[config.mk]
export PLATFORM = sky130hd
export DESIGN_NAME = prism_cfg_loader
export DESIGN_NICKNAME = d
export VERILOG_FILES = /design/src/rtl/prism_cfg_pkg.sv /design/src/rtl/prism_cfg_pulse_seq.sv /design/src/rtl/prism_cfg_loader.sv
export SDC_FILE = /design/constraint.sdc
export NUM_CORES = 1
export LEC_CHECK = 0
export CORE_ASPECT_RATIO = 1.25
export CORE_MARGIN = 3
export CORE_UTILIZATION = 42
export DETAILED_ROUTE_END_ITERATION = 10
export GPL_TIMING_DRIVEN = 0
export PLACE_DENSITY = 0.78
export SLEW_MARGIN = 10
export SYNTH_ARGS = -nofsm -noshare
export SYNTH_HDL_FRONTEND = slang
export SYNTH_HIERARCHICAL = 1
export SYNTH_SLANG_ARGS = --single-unit
[constraint.sdc]
create_clock -name clk -period 1.4 [get_ports clk]
set_clock_uncertainty 0.15 [all_clocks]
set_input_delay 0.21 -clock clk [delete_from_list [all_inputs] [get_ports clk]]
set_output_delay 0.21 -clock clk [all_outputs]
set_load 0.05 [all_outputs]
[src/rtl/prism_cfg_pkg.sv]
// Shared types and constants for the PRISM configuration loader.
package prism_cfg_pkg;

    typedef enum logic [1:0] {
        IDLE  = 2'd0,
        PULSE = 2'd1,
        GAP   = 2'd2,
        DONE  = 2'd3
    } cfg_state_t;

    localparam int CFG_WIDTH = 48;
    localparam int CFG_DEPTH = 8;

    localparam logic CFG_ADDR_LO = 1'b0;
    localparam logic CFG_ADDR_HI = 1'b1;

endpackage

[src/rtl/prism_cfg_pulse_seq.sv]
// Countdown sequencer: one-hot latch enables from the deepest stage down to
// stage 0, separated by GAP idle cycles, followed by a one-cycle done pulse.
module prism_cfg_pulse_seq
    import prism_cfg_pkg::*;
#(
    parameter int DEPTH = CFG_DEPTH,
    parameter int GAP   = 1
) (
    input  logic             clk,
    input  logic             rst,
    input  logic             start_i,
    output logic [DEPTH-1:0] latch_en_o,
    output logic             busy_o,
    output logic             done_o
);

    localparam int KW = (DEPTH > 1) ? $clog2(DEPTH) : 1;
    localparam int GW = $clog2(GAP + 1);

    cfg_state_t       state_q, state_d;
    logic [KW-1:0]    k_q, k_d;
    logic [GW-1:0]    gap_q, gap_d;
    logic [DEPTH-1:0] latch_en_q, latch_en_d;
    logic             busy_q, busy_d;
    logic             done_q, done_d;

    // Next state; outputs are decoded from the next state so they register in step with it.
    always_comb begin
        state_d = state_q;
        k_d     = k_q;
        gap_d   = gap_q;
        case (state_q)
            IDLE: begin
                if (start_i) begin
                    state_d = PULSE;
                    k_d     = KW'(DEPTH - 1);
                end
            end
            PULSE: begin
                if (k_q == '0) begin
                    state_d = DONE;
                end else begin
                    state_d = prism_cfg_pkg::GAP;
                    gap_d   = GW'(GAP - 1);
                end
            end
            prism_cfg_pkg::GAP: begin
                if (gap_q == '0) begin
                    state_d = PULSE;
                    k_d     = k_q - KW'(1);
                end else begin
                    gap_d = gap_q - GW'(1);
                end
            end
            DONE: begin
                state_d = IDLE;
            end
            default: begin
                state_d = IDLE;
            end
        endcase
        latch_en_d = (state_d == PULSE) ? (DEPTH'(1) << k_d) : '0;
        busy_d     = (state_d != IDLE);
        done_d     = (state_d == DONE);
    end

    // State and registered outputs; reset aborts any sequence immediately.
    always_ff @(posedge clk) begin
        if (rst) begin
            state_q    <= IDLE;
            k_q        <= '0;
            gap_q      <= '0;
            latch_en_q <= '0;
            busy_q     <= 1'b0;
            done_q     <= 1'b0;
        end else begin
            state_q    <= state_d;
            k_q        <= k_d;
            gap_q      <= gap_d;
            latch_en_q <= latch_en_d;
            busy_q     <= busy_d;
            done_q     <= done_d;
        end
    end

    assign latch_en_o = latch_en_q;
    assign busy_o     = busy_q;
    assign done_o     = done_q;

endmodule

[src/rtl/prism_cfg_loader.sv]
// Host-write front end for the PRISM config latch chain: stages a WIDTH-bit
// word from two 32-bit writes, commits it to cfg_data and runs the shift sequence.
module prism_cfg_loader
    import prism_cfg_pkg::*;
#(
    parameter int WIDTH = CFG_WIDTH,
    parameter int DEPTH = CFG_DEPTH,
    parameter int GAP   = 1
) (
    input  logic                       clk,
    input  logic                       rst,
    input  logic                       wr_en,
    input  logic                       wr_addr,
    input  logic [31:0]                wr_data,
    input  logic                       clr,
    output logic [WIDTH-1:0]           cfg_data,
    output logic [DEPTH-1:0]           latch_en,
    output logic                       busy,
    output logic                       done,
    output logic [$clog2(DEPTH+1)-1:0] word_cnt,
    output logic                       ovf
);

    localparam int CW = $clog2(DEPTH + 1);

    logic [WIDTH-1:0] stage_q, stage_d;
    logic [WIDTH-1:0] cfg_q, cfg_d;
    logic [CW-1:0]    cnt_q, cnt_d;
    logic             ovf_q, ovf_d;
    logic             seq_busy, seq_done;
    logic             lo_wr, hi_wr, drop;

    // The sequencer's busy covers PULSE, GAP and DONE, so it alone gates writes.
    assign lo_wr = wr_en && !seq_busy && (wr_addr == CFG_ADDR_LO);
    assign hi_wr = wr_en && !seq_busy && (wr_addr == CFG_ADDR_HI);
    assign drop  = wr_en && seq_busy;

    generate
        if (WIDTH < 64) begin : g_unused_hi
            logic unused_hi_bits;
            assign unused_hi_bits = ^wr_data[31:WIDTH-32];
        end
    endgenerate

    // Staging, commit, word counter and sticky overflow; clr has priority over both counters.
    always_comb begin
        stage_d = stage_q;
        if (lo_wr) begin
            stage_d[31:0] = wr_data;
        end
        if (hi_wr) begin
            stage_d[WIDTH-1:32] = wr_data[WIDTH-33:0];
        end
        cfg_d = hi_wr ? stage_d : cfg_q;

        cnt_d = cnt_q;
        if (clr) begin
            cnt_d = '0;
        end else if (seq_done && (cnt_q != CW'(DEPTH))) begin
            cnt_d = cnt_q + CW'(1);
        end

        ovf_d = ovf_q;
        if (clr) begin
            ovf_d = 1'b0;
        end else if (drop) begin
            ovf_d = 1'b1;
        end
    end

    // Registered datapath and status state.
    always_ff @(posedge clk) begin
        if (rst) begin
            stage_q <= '0;
            cfg_q   <= '0;
            cnt_q   <= '0;
            ovf_q   <= 1'b0;
        end else begin
            stage_q <= stage_d;
            cfg_q   <= cfg_d;
            cnt_q   <= cnt_d;
            ovf_q   <= ovf_d;
        end
    end

    prism_cfg_pulse_seq #(
        .DEPTH (DEPTH),
        .GAP   (GAP)
    ) u_seq (
        .clk        (clk),
        .rst        (rst),
        .start_i    (hi_wr),
        .latch_en_o (latch_en),
        .busy_o     (seq_busy),
        .done_o     (seq_done)
    );

    assign cfg_data = cfg_q;
    assign busy     = seq_busy;
    assign done     = seq_done;
    assign word_cnt = cnt_q;
    assign ovf      = ovf_q;

endmodule

==> Word level (Yosys, flattened, before mapping) <==
Index checks and enable logic that the tools add are counted.
{ "op_classes": {"n_addsub": 3, "bitwise_logic": 2, "n_reduce_logical": 13, "div_mod_pow": 0, "shift": 1, "n_lt_le_gt_ge": 0, "n_mul": 0, "n_eq_ne": 7, "muxes": 12} }
{ "op_table": {"columns": ["operator", "count"], "rows": [
  ["two-way mux 32 bit", 1],
  ["two-way mux 16 bit", 1],
  ["case mux 2 bit (4 select lines)", 1],
  ["<< shifter 1 x 3 -> 8 bit (first input constant)", 1],
  ["equality test 2 bit (second input constant)", 3],
  ["two-way mux 3 bit", 2],
  ["case mux 3 bit (2 select lines)", 1],
  ["logical AND 1 bit", 5],
  ["adder 4 x 1 -> 4 bit (second input constant)", 1],
  ["equality test 2 x 1 -> 1 bit (second input constant)", 2],
  ["two-way mux 2 bit", 2],
  ["inequality test 4 bit (second input constant)", 1],
  ["nonzero test 2 bit", 2],
  ["OR reduction 2 bit", 2],
  ["zero test 3 bit", 1],
  ["two-way mux 1 bit", 3],
  ["subtractor 3 x 1 -> 3 bit (second input constant)", 1],
  ["zero test 2 bit", 1],
  ["inequality test 2 bit (second input constant)", 1],
  ["NOT 1 bit", 2],
  ["case mux 1 bit (2 select lines)", 1],
  ["AND reduction 2 bit", 1],
  ["zero test 1 bit", 1],
  ["subtractor 1 bit (second input constant)", 1]
]} }
{ "word_totals": {"n_memories": 0, "mem_bits_rw": 0, "output_inout_bits": 63, "regBits": 117, "input_bits": 37, "elab_cells": 48, "romBits": 0, "latch_bits": 0} }

==> Depth between registers and ports, before layout <==
Gate-level depths: netlist (run 1).
{ "depth": {"ltp_word": 8, "ltp_mapped": 6, "ltp_nobuf": 6} }

==> Cells and area by module <==
The synthesis (run 1) kept the hierarchy.
{ "by_module_without_submodules": {"columns": ["module", "area_each_um2", "n_inst", "cells_each", "seq_area_each_um2"], "rows": [
  ["prism_cfg_loader", 3049.2, 1, 380, 1701.6],
  ["prism_cfg_pulse_seq", 541.8, 1, 51, 300.3]
]} }

==> Worst setup path before layout (run 1) <==
Ideal clock, no wire load.
{ "synth_path": {"path_type": "register to register", "startpoint": "register u_seq.busy_q, in the netlist u_seq/busy_o", "endpoint": "register u_seq.latch_en_q[7], in the netlist u_seq/latch_en_o[7]", "n_path_buf": 1, "path_stages_with_launch": 7, "period_less_slack_ns": 1.746, "setup_ns": 0.120, "required_time_ns": 1.130, "arrival_ns": 1.475, "setup_slack_ns": -0.346, "cell_sequence": "dfxtp_1 > nand3b_1 > inv_2 > buf_2 > o21bai_4 > a22o_4 > nor2_1"} }
{ "synth_via": {"elab_chain_len": 8, "elab_cells_between_ends": 11, "classes_between": "eq/ne (1); shift (1); mux (4); bitwise (1); reduce/logical (4)"} }
{ "synth_rtl": {"columns": ["element", "line_no", "text"], "rows": [
  ["from (decl)", "prism_cfg_pulse_seq.sv:24", "logic busy_q, busy_d;"],
  ["from (signal assigned)", "prism_cfg_pulse_seq.sv:81", "busy_q <= busy_d;"],
  ["zero test 1 bit (*)", "prism_cfg_loader.sv:35", "assign hi_wr = wr_en && !seq_busy && (wr_addr == CFG_ADDR_HI);"],
  ["logical AND 1 bit (*) (2 in a row)", "prism_cfg_loader.sv:35", null],
  ["named net hi_wr", "prism_cfg_loader.sv:31", "logic lo_wr, hi_wr, drop;"],
  ["two-way mux 2 bit", "prism_cfg_pulse_seq.sv:34", "if (start_i) begin"],
  ["case mux 2 bit (4 select lines)", "prism_cfg_pulse_seq.sv:32", "case (state_q)"],
  ["equality test 2 x 1 -> 1 bit", "prism_cfg_pulse_seq.sv:62", "latch_en_d = (state_d == PULSE) ? (DEPTH'(1) << k_d) : '0;"],
  ["NOT 1 bit (no source line)", null, null],
  ["OR reduction 2 bit (no source line)", null, null],
  ["to (signal assigned)", "prism_cfg_pulse_seq.sv:80", "latch_en_q <= latch_en_d;"],
  ["to (decl)", "prism_cfg_pulse_seq.sv:23", "logic [DEPTH-1:0] latch_en_q, latch_en_d;"]
]} }
The timed path passes the listed nets; every way through them passes the cells marked *.
A chain may end at the register's enable or synchronous reset.

==> Final worst setup path (run 1) <==
{ "layout_path": {"startpoint": "register u_seq.busy_q, in the netlist u_seq/busy_o", "endpoint": "register stage_q[3]"} }
{ "layout_via": {"elab_chain_len": 4} }
{ "layout_rtl": {"columns": ["element", "line_no", "text"], "rows": [
  ["zero test 1 bit", "prism_cfg_loader.sv:34", "assign lo_wr = wr_en && !seq_busy && (wr_addr == CFG_ADDR_LO);"],
  ["logical AND 1 bit (2 in a row)", "prism_cfg_loader.sv:34", null],
  ["two-way mux 32 bit", "prism_cfg_loader.sv:48", "if (lo_wr) begin"],
  ["to (signal assigned)", "prism_cfg_loader.sv:79", "stage_q <= stage_d;"],
  ["to (decl)", "prism_cfg_loader.sv:26", "logic [WIDTH-1:0] stage_q, stage_d;"]
]} }
No other way between the ends.

==> results.ini, run 1 <==
[layout]
layout-drive-gt1-share_pct = 32.8
area_delta_synth_final_pct = 40.3
seq_area_um2 = 2020
antennaDiodeCount = 0
fillCellCount = 724
multiInputGateArea_um2 = 1590
fin_nets = 591
final_core_util_pct = 60.8

[worst_setup_path]
crit_buf_inv = 3
required_ps = 1520
path_cells = buf_4 -> nor3b_4 -> buf_6 -> clkbuf_16 -> nand2_1 -> a21oi_1
cpLargestDelayFamily = buffers and inverters
timing.rr.start = u_seq/busy_o
cpPeakStageDelay_ps = 360
crit_arrival_ps = 1560
path_class = reg -> reg
cp_max_fo = 5
end_kind = flop
critPathLaunchType = flop
startpoint = u_seq/busy_o
slowest_stage = dfxtp_4

[grt]
globalRouteTotalUtil_pct = 18.9
grt_overflow_total = 0
antenna_found_initial = 0
grt_max_degree = 20
grt_pass1_vias = 3209
grt_pass1_wl_um = 14600

[min_path]
hp-class = in -> reg
hp-start = rst

[timing]
slew_headroom_pct = 58.3
period_minus_slack_ps = 1440
hold_viol = 0
final.period_utilization_pct = 103
fin_ws_ps = -39.8
finalMaxSlewViolations = 0
tightest_slew_ps = 626
rsz0062_at_grt = yes
fmax_ghz = 0.695
finalSetupViolations = 39

[floorplanning]
start_util_pct = 43.3
core_um2 = 8290
design.die.area_um2 = 9700
pin_count = 100
fp-row-count = 37
die_w_um = 88.7
die-height_um = 109

[synthesis]
syn-num-nets = 472
synth-seq-cells = 100
synth_flop_cell = dfxtp_1
seq_area_frac_synth_pct = 55.7
ys_types = 33
synth-edff-count = 0
syn_avg_cell_area_um2 = 8.33
async_flop_share_pct = 0
netlist_instances = 431
syn_area_um2 = 3590
yosys_warnings = 6

[detailed_routing]
wl_per_cell_um = 14.3
drt_iter0_drc = 149
vias = 3260
ant_nets = 0
drc = 0
routed_via_density = 5.00
dr.pass1.iters = 4
routed_wl_um = 9320

[placed_design]
gp_congestion = 0.841
io_buffers = 98
place_ws_ps = -478
dp.final_hpwl_um = 6430

[run_status]
violations = setup timing
outcome = finished with violations

[pwr]
sw_frac_of_total_pct = 27.2
peakVddDrop_uv = 618
seq_power_share_pct = 50.5
power_frac_comb_pct = 16.4
power_density_nw_per_um2 = 1190
switchingPower_w = 0.00163
leakage_nw = 2.00
intPower_w = 0.00436
clockPowerShare_pct = 33.1

[clocking]
cts-root-buf = clkbuf_8
cts.sinks = 100
clkTransAtPathRegs_ps = 100
htree_num_levels = 3
clock_path_buffers = 2
clk-insertion-delay-late_ps = 340
tritoncts = built
cts_made_buffers = 9

[job]
maxCapViolations = 0

[per-stage QoR]
stage | cells | setup TNS (ps) | instance area [um2] | hold WS (ps) | total power, W
2_1_floorplan | 431 | -24.7 | 3630 | 139 | 0.00363
3_3_place_gp | 626 | -32570 | 4730 | 286 | 0.00393
3_5_place_dp | 626 | -35890 | 4730 | 294 | 0.00395
4_1_cts | 650 | -804 | 4950 | 168 | 0.00599
5_1_grt | 652 | -3570 | 5040 | 183 | 0.00623
6_report | 652 | -742 | 5040 | 157 | 0.00599
[power groups by stage]
stage | registers, W | logic [W] | clock network, W
global route | 0.00304 | 0.00105 | 0.00213
global placement | 0.00308 | 0.000847 | 0
finish | 0.00303 | 0.000981 | 0.00198
floorplan | 0.00325 | 0.000381 | 0
CTS | 0.00303 | 0.000938 | 0.00203
detailed placement | 0.00309 | 0.000863 | 0
[path summary, 6_finish.rpt]
check	endpoint	slack, ps	cells past startpoint
worst max-delay path	stage_q[3]	-40	6
worst min-delay path	word_cnt[1]	160	3
worst max register to register	stage_q[3]	-40	6
worst min register to register	cfg_data[30]	300	2
[state kept, by name, summed over array words and instances (netlist names)]
signal	flops
u_seq/k_q	3
u_seq/done_o	1
word_cnt	4
u_seq/state_q	2
ovf	1
u_seq/busy_o	1
stage_q	32
u_seq/latch_en_o	8
cfg_data	48
[placed cells by master (no fill, tap or decap), types with 4 or more instances in the layout]
cell	count
buf_6	9
dfxtp_1	93
nand2_2	29
nor2_2	5
buf_4	15
dfxtp_2	5
a21oi_1	66
buf_8	4
clkdlybuf4s50_1	33
nand2_1	129
buf_2	61
a21oi_2	17
nor2_1	7
clkbuf_1	8
inv_1	5
clkbuf_8	10
[layer usage]
layer / up-vias / share of wire [%] / GRT usage, %
met5: - / 0 / 0
met4: 0 / 1.9 / 7.34
met3: 19 / 6.9 / 4.50
met2: 93 / 51 / 33.2
met1: 1508 / 40 / 21.7
li1: 1640 / - / -
[synthesized netlist by cell type (all sizes together) (2+ instances only)]
cell type / number / area (um2)
nand4: 3 / 18.8
nand3: 2 / 10.0
nor2b: 3 / 26.3
o21ai: 3 / 15.0
a21oi: 83 / 415
buf: 21 / 144
clkbuf: 8 / 30.0
nand3b: 3 / 22.5
nor3: 3 / 15.0
dfxtp: 100 / 2000
nor3b: 2 / 20.0
nand2: 161 / 604
and2: 2 / 12.5
ha: 4 / 50.1
a21boi: 2 / 15.0
inv: 8 / 30.0
nor2: 12 / 45.0
[final cells by class]
class / instances / area share [%]
flip-flops and latches: 100 / 40.0
multi-input cells: 294 / 31.5
plain buffers: 27 / 4.25
clock buffers: 11 / 3.23
well taps: 97 / 2.41
repair buffers: 110 / 16.7
inverters: 8 / 0.596
clock inverters: 5 / 1.32
[repair_timing]
item | in CTS | in global routing
cloned | 3 | 2
resized for setup | 377 | 32
hold buffers | 1 | 0
setup endpoints to repair | 113 | 84
hold endpoints to repair | 6 | 0
pin swaps | 36 | 14
buffers inserted | 6 | 0
[worst min-delay path: stages]
cell and delay (ps):
buf_2 200, nor2_1 80, a21boi_0 120
[logic make-up (layout without fill, tap and decap cells)]
kind of cell | Yosys count | count (layout) | share of synthesized area, %
flops | 100 | 100 | 55.7
compound gates | 94 | 94 | 14.5
xor+xnor | 1 | 1 | 0.244
buf+inv | 37 | 161 | 5.68
simple gates | 195 | 195 | 22.5
fa+ha+maj | 4 | 4 | 1.39
No activity file was read; power rests on OpenSTA's default activity.
==> run 2, diff against run 1 <==
--- a/config.mk
+++ b/config.mk
@@ -11,6 +11,7 @@
 export DETAILED_ROUTE_END_ITERATION = 10
 export GPL_TIMING_DRIVEN = 0
 export PLACE_DENSITY = 0.78
+export SKIP_LAST_GASP = 1
 export SLEW_MARGIN = 10
 export SYNTH_ARGS = -nofsm -noshare
 export SYNTH_HDL_FRONTEND = slang
==> run 2 against run 1 <==
  * The flow still finishes with violations (setup timing)
  * Hold slack improved by 3.6 ps
  * Fmax is 0.21% higher
  * Total power is essentially flat
  * Sequential share of layout area hardly changed
  * Largest power group unchanged
  * Wire length decreased by 1.1%
  * Utilization hardly changed
  * Clock-buffer cell count did not move
  * Via count fell by 0.52%
==> results.ini, run 2 (same netlist as run 1, synthesis figures left out) <==
[layout]
fillCellCount = 725  ; +0.14%
largest_reg_flops = 48  ; unchanged
fin_nets = 591  ; unchanged
antennaDiodeCount = 0  ; unchanged
layout_commonest_cell = nand2_1
fin_cells = 652  ; unchanged
layout-drive-gt1-share_pct = 32.3  ; -0.54 points
most-common-layout-cells = nand2_1, dfxtp_1, a21oi_1
area_delta_synth_final_pct = 40.2  ; about the same

[clocking]
cts.sinks = 100  ; unchanged
cts-root-buf = clkbuf_8
htree_num_levels = 3  ; unchanged
cts_made_buffers = 9  ; unchanged
clkTransAtPathRegs_ps = 100  ; about the same
clock_path_buffers = 2  ; unchanged
clk-insertion-delay-late_ps = 350  ; about the same
tritoncts = built

[pwr]
power_density_nw_per_um2 = 1190  ; about the same
finalPower_w = 0.00599  ; about the same
power_frac_comb_pct = 16.4  ; about the same
peakVddDrop_uv = 617  ; -0.12%
seq_power_share_pct = 50.6  ; about the same
intPower_w = 0.00436  ; about the same
sw_frac_of_total_pct = 27.1  ; -0.060 points
switchingPower_w = 0.00162  ; -0.32%
clockPowerShare_pct = 33.1  ; about the same
leakage_nw = 2.01  ; +0.26%

[floorplanning]
start_util_pct = 43.3  ; unchanged
die-height_um = 109  ; unchanged
design.die.area_um2 = 9700  ; unchanged
core_um2 = 8290  ; unchanged
pin_count = 100  ; unchanged
fp-row-count = 37  ; unchanged
die_w_um = 88.7  ; unchanged

[run_status]
outcome = finished with violations
violations = setup timing

[timing]
final.period_utilization_pct = 103  ; -0.22 points
period_minus_slack_ps = 1440  ; -3.04 ps
fmax_ghz = 0.696  ; +0.21%
finalSetupTns_ps = -879  ; -136 ps
finalSetupViolations = 41  ; +5.1%
slew_headroom_pct = 58.3  ; about the same
hold_viol = 0  ; unchanged
tightest_slew_ps = 626  ; +0.0740 ps
rsz0062_at_grt = yes
fin_ws_ps = -36.8  ; +3.04 ps
finalMaxSlewViolations = 0  ; unchanged

[grt]
globalRouteTotalUtil_pct = 18.9  ; +0.031 points
grt_pass1_wl_um = 14700  ; +0.19%
antenna_found_initial = 0  ; unchanged
grt_overflow_total = 0  ; unchanged
grt_pass1_vias = 3213  ; +0.12%
grt_max_degree = 20  ; unchanged

[placed_design]
gp_congestion = 0.841  ; unchanged
io_buffers = 98  ; unchanged
placed_cells = 626  ; unchanged
dp.final_hpwl_um = 6430  ; unchanged

[job]
maxCapViolations = 0  ; unchanged

[worst_setup_path]
timing.rr.start = u_seq/busy_o
path_class = reg -> reg
required_ps = 1470  ; -50 ps
critPathLaunchType = flop
cp_max_fo = 8  ; +3
startpoint = u_seq/busy_o
end_kind = flop
crit_arrival_ps = 1510  ; -50 ps

[detailed_routing]
dr.pass1.iters = 4  ; unchanged
routed_via_density = 4.97  ; -0.52%
wl_per_cell_um = 14.1  ; -1.1%
ant_nets = 0  ; unchanged
vias = 3243  ; -0.52%
routed_wl_um = 9210  ; -1.1%
drc = 0  ; unchanged
drt_iter0_drc = 125  ; -16%

[min_path]
hp-class = in -> reg
hp-start = rst

## run 2: power by group through the flow
stage / sequential [W] / clock [W] / combinational (W)
floorplan: 0.00325 / 0 / 0.000381
global placement: 0.00308 / 0 / 0.000847
detailed placement: 0.00309 / 0 / 0.000863
CTS: 0.00302 / 0.00203 / 0.000933
global route: 0.00304 / 0.00213 / 0.00105
finish: 0.00303 / 0.00198 / 0.000979
## run 2: final timing paths
| check | slack [ps] | cells past startpoint | endpoint |
|---|---|---|---|
| worst max register to register | -40 | 5 | stage_q[14] |
| worst min register to register | 300 | 2 | cfg_data[30] |
| worst min-delay path | 160 | 3 | word_cnt[1] |
| worst max-delay path | -40 | 5 | stage_q[14] |
## run 2: final cells by class
class	instances	area, um2	area share, %
Buffer	27	214	4.25
Inverter	8	30.0	0.596
Clock buffer	11	163	3.23
Multi-Input combinational cell	294	1590	31.5
Sequential cell	100	2010	40.0
Clock inverter	5	66.3	1.32
Timing Repair Buffer	110	841	16.7
Tap cell	97	121	2.41
## run 2: routing by layer
layer  track usage [%]  part of all wire, %
met3              4.50                  6.9
met1              21.8                   40
met4              7.34                  1.7
met5                 0                    0
met2              33.2                   51
## run 2: worst max-delay path: stages, from the launching register on
cell and delay [ps]:
dfxtp_4 360, or3b_1 380, buf_6 170, buf_6 140
nand2_2 60, a21oi_2 50
## run 2: through the flow
step	instance area [um2]	utilization (%)	setup slack (ps)	hold slack, ps
floorplan	3630	-	-12.9	139
global placement	4730	57.1	-411	286
detailed placement	4730	57.1	-478	294
CTS	4940	59.7	-54.0	168
global route	5030	60.8	-115	183
finish	5030	60.8	-36.8	160
## run 2: repair_timing
action / CTS / global route
resized for setup: 372 / 37
pin swaps: 36 / 16
endpoints found under the setup margin: 113 / 89
endpoints found under the hold margin: 6 / 0
setup buffers: 6 / 0
cloned: 3 / 2
hold buffers: 1 / 0
